## config.mk

```make
export PLATFORM = sky130hd
export DESIGN_NAME = product_accumulator
export DESIGN_NICKNAME = d
export VERILOG_FILES = /design/src/rtl/product_accumulator.sv
export SDC_FILE = /design/constraint.sdc
export NUM_CORES = 1
export LEC_CHECK = 0
export CAP_MARGIN = 20
export CORE_UTILIZATION = 30
export CTS_CLUSTER_SIZE = 10
export DETAILED_ROUTE_END_ITERATION = 10
export PLACE_DENSITY = 0.51
export SYNTH_ARGS = -nofsm -noshare
export SYNTH_HDL_FRONTEND = slang
export SYNTH_SLANG_ARGS = --single-unit
```

## constraint.sdc

```tcl
create_clock -name clk -period 3.3 [get_ports clk]
set_input_delay 0.66 -clock clk [delete_from_list [all_inputs] [get_ports clk]]
set_output_delay 0.66 -clock clk [all_outputs]
set_load 0.005 [all_outputs]
```

## src/rtl/product_accumulator.sv

```systemverilog
// Group-wise accumulator for the multiplier product stream: sums products until
// in_last or MAX_TERMS, then presents sum, term count and sticky overflow.
module product_accumulator #(
  parameter int PROD_W    = 16,
  parameter int ACC_W     = 24,
  parameter int MAX_TERMS = 256,
  parameter bit SATURATE  = 1'b0,
  parameter int CNT_W     = $clog2(MAX_TERMS + 1)
) (
  input  logic              clk,
  input  logic              rst,
  input  logic              in_valid,
  output logic              in_ready,
  input  logic [PROD_W-1:0] in_product,
  input  logic              in_last,
  output logic              out_valid,
  input  logic              out_ready,
  output logic [ACC_W-1:0]  out_sum,
  output logic [CNT_W-1:0]  out_count,
  output logic              out_overflow
);

  localparam logic [0:0] ST_ACCUM = 1'b0;
  localparam logic [0:0] ST_DONE  = 1'b1;

  logic [0:0]       state;
  logic [ACC_W-1:0] acc;
  logic [CNT_W-1:0] count;
  logic             ovf_sticky;

  logic [ACC_W:0]   sum_ext;
  logic             ovf_now;
  logic [ACC_W-1:0] acc_next;
  logic [CNT_W-1:0] count_next;
  logic             accept;
  logic             close;

  assign in_ready  = (state == ST_ACCUM) && !rst;
  assign out_valid = (state == ST_DONE) && !rst;
  assign accept    = in_valid && in_ready;

  // The extra carry bit of sum_ext is the overflow indication for this term.
  always_comb begin
    sum_ext    = {1'b0, acc} + {{(ACC_W + 1 - PROD_W){1'b0}}, in_product};
    ovf_now    = sum_ext[ACC_W];
    acc_next   = sum_ext[ACC_W-1:0];
    if (ovf_now && SATURATE)
      acc_next = '1;
    count_next = count + CNT_W'(1);
    close      = in_last || (count_next == CNT_W'(MAX_TERMS));
  end

  // Accumulator state is cleared when the result is handed off, not at close.
  always_ff @(posedge clk) begin
    if (rst) begin
      state        <= ST_ACCUM;
      acc          <= '0;
      count        <= '0;
      ovf_sticky   <= 1'b0;
      out_sum      <= '0;
      out_count    <= '0;
      out_overflow <= 1'b0;
    end else if (state == ST_ACCUM) begin
      if (accept) begin
        if (close) begin
          state        <= ST_DONE;
          out_sum      <= acc_next;
          out_count    <= count_next;
          out_overflow <= ovf_sticky | ovf_now;
        end else begin
          acc        <= acc_next;
          count      <= count_next;
          ovf_sticky <= ovf_sticky | ovf_now;
        end
      end
    end else begin
      if (out_ready) begin
        state      <= ST_ACCUM;
        acc        <= '0;
        count      <= '0;
        ovf_sticky <= 1'b0;
      end
    end
  end

endmodule

```

# Yosys cells after proc, flatten, opt, wreduce, memory -nomap -nowiden
# Cells that the tools add are included.
# W data, S select, Z words.
dict set report totals {
  regBits 69
  inputBits 21
  output_inout_bits 36
  wordCells 38
}
dict set report classes {
  add_sub_neg 2
  n_eq_ne 3
  muxes 16
  n_bitwise 2
  n_reduce_logical 8
}
# cell count
set ops {}
lappend ops {{$mux W24} 4}
lappend ops {{$mux W9} 4}
lappend ops {{$add A24 B16 Y25} 1}
lappend ops {{$add A9 B1 Y9 const B} 1}
lappend ops {{$eq A9 B9 Y1 const B} 1}
lappend ops {{$mux W1} 8}
lappend ops {{$reduce_and A3 Y1} 2}
lappend ops {{$ne A2 B2 Y1 const B} 2}
lappend ops {{$logic_and A1 B1 Y1} 3}
lappend ops {{$reduce_bool A2 Y1} 1}
lappend ops {{$logic_not A1 Y1} 1}
lappend ops {{$logic_or A1 B1 Y1} 1}
lappend ops {{$not A1 Y1} 1}
lappend ops {{$or A1 B1 Y1} 1}

# Longest topological paths before layout
dict set report logic_depth {
  ltp_word 6
  ltp_mapped 12
  depth_no_buf 10
}

# Worst setup path after synthesis
# Ideal clock, no wire load.
dict set report synth_path {
  kind {input to register}
  from {in in_product[9]}
  to {reg acc[20]}
  setup_time_ns 0.091
  arrival_time_ns 2.527
  required_time_ns 3.209
  slack_ns 0.682
  path_stages 9
  n_path_buf 1
  path_cell_list {ha_1 > a21oi_1 > o21ai_1 > a2111oi_0 > a21bo_2 > buf_6 > and4_4 > nand2b_1 > a311oi_1}
}
dict set report synth_between {
  elab_chain_cells 4
}
# item line
set synth_rtl {}
lappend synth_rtl {{from (decl)} 14} ;# input logic [PROD_W-1:0] in_product,
lappend synth_rtl {{$add A24 B16 Y25} 44} ;# sum_ext = {1'b0, acc} + {{(ACC_W + 1 - PROD_W){1'b0}}, in_product};
lappend synth_rtl {{$mux W24} 65} ;# if (close) begin
lappend synth_rtl {{$mux W24} 64} ;# if (accept) begin
lappend synth_rtl {{$mux W24} 63} ;# end else if (state == ST_ACCUM) begin
lappend synth_rtl {{to (signal assigned)} 71} ;# acc <= acc_next;
lappend synth_rtl {{to (decl)} 27} ;# logic [ACC_W-1:0] acc;
# No other way between the ends. The select of a mux whose other input is x is not followed.
# A chain may end at the register's enable or synchronous reset.

# Worst setup path in the final report
# Ends and elaborated chain as after synthesis.

==> results.toml <==
[yosys]
synth_edf_count = 0
synth_common_cells = "69 x dfxtp_1, 52 x nor2_1, 48 x a21oi_1, 39 x nand2_1, 27 x nand3_1"
synth_area_leaders = "dfxtp_1 35%, a21oi_1 6.1%, ha_1 5.7%"
syn_area_um2 = 3970
avgSynthCellArea_um2 = 8.34
synth_top_area_cell = "dfxtp_1"
synth_ff_type = "dfxtp_1"
yosysSeqAreaShare_pct = 34.8
ys_types = 61
synth_nets = 516
ys.warnings.count = 0
yosysMostFrequentCell = "dfxtp_1"
syn_inst = 476
synth-seq-cells = 69
ys_async_sr_fraction_pct = 0
yosysTopAreaCellShare_pct = 34.8

[clocking]
cts_resized = 0
clk_pin_slew_worst_paths_ns = 0.05
hold_buffers = 0
clk_latency_ns = 0.34
htree_levels = 3
tritoncts = "yes"
cts-root-buf = "clkbuf_16"
numCtsBuffers = 9
cts_buffer_depth = 2
cts_sinks = 69
cts_setup_buffers = 0

[worst_setup_path]
path_class = "in2reg"
cp.required_ns = 3.54
worstRegToRegCells = 9
ff2ff_setup_slack_ns = 0.54
cp_data_arrival_time_ns = 3.13
endpoint = "acc[20]$_SDFFE_PP0P_"
startpoint_type = "input pin"
worstSetupStartpoint = "in_product[9]"
r2r_start = "count[1]$_SDFFE_PP0P_"
r2r_end = "out_sum[14]$_SDFFE_PP0P_"
critPathCaptureType = "register"
crit_fanout = 9

[pwr]
pwr-share-clk_pct = 42.1
p_int_uw = 1490
peakVddDrop_mv = 0.240
power_leakage_uw = 0.00176
p_seq_share_pct = 43.6
p_sw_uw = 518
comb_power_share_pct = 14.3
swShare_pct = 25.8
pwr_density_cell_nw_per_um2 = 408

[timing]
setup_viol = 0
fin_crit_sh_pct = 87.4
tns_ns = 0
hold_violations = 0
rsz0062_at_grt = "no"
drv_slew = 0
tightest_slew_ns = 0.820
whs_ns = 0.462
slew_headroom_pct = 45.4
skew_ns = 0.00686
finalCriticalPeriod_ns = 2.88
max_freq_mhz = 347

[floorplan]
die_w_um = 117
ioPinCount = 57
die_area_um2 = 13700
core_area_um2 = 12800
initial_core_util_pct = 31.1
num_rows = 41
die_h_um = 117

[drt]
vias = 3522
dr.pass1.iters = 4
drt_iter0_markers = 141
avgViaCountPerCell = 5.03
wirelength_um = 9910
ant_nets = 0
drc = 0
post_drt_wl_per_cell_um = 14.2

[global_routing]
overflow = 0
antenna_found_initial = 0
track_usage_pct = 15.8
first_global_vias = 3303
grt_pass1_wl_um = 16400
grt_max_degree = 70

[outcome]
status = "finished, final reports clean"

[placement]
dp.cells = 686
gp_congestion = 0.897
io_buffers = 56
hpwlAfterDp_um = 6920

[final_layout]
drive_above_1_share_pct = 9.66
syn_to_final_growth_pct = 23.9
fin_cells = 700
diodes = 0
final_nets = 565

[flow_run]
cap_viol_max_count = 0

[worst_hold_path]
holdCritPathClass = "reg2reg"
[layer usage]
layer	up-vias	wire [um]	track usage (%)
met3	13	302	2.88
met5	-	0	0
li1	1795	-	-
met2	62	4360	23.9
met1	1652	5050	21.5
met4	0	191	7.76
[how the worst min path moves through the flow]
stage,start,end,cells past startpoint
floorplan,acc[0]$_SDFFE_PP0P_,acc[0]$_SDFFE_PP0P_,2
global route,acc[5]$_SDFFE_PP0P_,acc[5]$_SDFFE_PP0P_,2
finish,out_sum[12]$_SDFFE_PP0P_,out_sum[12]$_SDFFE_PP0P_,2
global placement,out_sum[14]$_SDFFE_PP0P_,out_sum[14]$_SDFFE_PP0P_,2
detailed placement,out_sum[12]$_SDFFE_PP0P_,out_sum[12]$_SDFFE_PP0P_,2
CTS,out_sum[12]$_SDFFE_PP0P_,out_sum[12]$_SDFFE_PP0P_,2
[state kept, by name, summed over array words and instances (netlist names)]
name,count
acc,24
out_sum,24
count,9
out_count,9
out_overflow,1
ovf_sticky,1
state,1
[layout by cell type (no fill, tap or decap), types with 3 or more instances in the layout]
master	instances
xnor2_1	14
nand2_1	39
nor3_1	6
o211ai_1	3
o21a_1	6
clkbuf_16	9
nand2b_1	5
inv_1	13
clkdlybuf4s50_1	55
nor2b_1	4
a211oi_1	16
a31oi_1	6
ha_1	18
clkinv_2	3
and3_1	6
dfxtp_1	69
xor2_1	14
mux2i_1	14
nand3_1	27
a211oi_2	10
buf_4	16
o21ai_0	19
nor2_1	52
nand4_1	5
and2_1	5
a311oi_1	3
a21oi_1	48
nor4_1	4
[power groups by stage]
| stage | logic (uW) | registers, uW | clock network, uW |
|---|---|---|---|
| final | 287 | 875 | 845 |
| after global routing | 321 | 878 | 910 |
| after CTS | 289 | 875 | 877 |
| after detailed placement | 287 | 893 | 0 |
| after global placement | 288 | 893 | 0 |
| after floorplan | 178 | 894 | 0 |
[area by class of cell]
cell class,count,area [um2]
Clock buffer,11,233
Clock inverter,3,15.0
Fill cell,1313,7860
Inverter,13,48.8
Multi-Input combinational cell,360,2350
Sequential cell,69,1380
Tap cell,172,215
Timing Repair Buffer,72,676
[worst max-delay path, cell delays in order]
cell and delay [ns]:
clkdlybuf4s50_1 0.42, ha_1 0.37, a21oi_1 0.25, o21ai_1 0.10, a2111oi_0 0.37, a21bo_2 0.35, and4_4 0.22, nand2b_1 0.13
a311oi_1 0.24
[cells by family after synthesis]
| logic type | after synthesis | synth area share (%) |
|---|---|---|
| AO/OA/AOI/OAI | 132 | 22.7 |
| buffers and inverters | 47 | 6.24 |
| flip-flops | 69 | 34.8 |
| AND/OR/NAND/NOR | 167 | 20.3 |
| multiplexers | 14 | 3.53 |
| XOR/XNOR | 28 | 6.18 |
| adder cells (fa/ha/maj) | 19 | 6.18 |
[per-stage QoR]
step | area, um2 | utilization (%) | setup slack, ns | power [uW]
3_5_place_dp | 4670 | 36.6 | 0.0943 | 1180
5_1_grt | 4920 | 38.5 | 0.192 | 2110
3_3_place_gp | 4670 | 36.6 | 0.0968 | 1180
6_report | 4920 | 38.5 | 0.417 | 2010
4_1_cts | 4920 | 38.5 | 0.434 | 2040
2_1_floorplan | 3970 | - | 0.682 | 1070
Note: power is estimated with default switching activity, not from simulation.
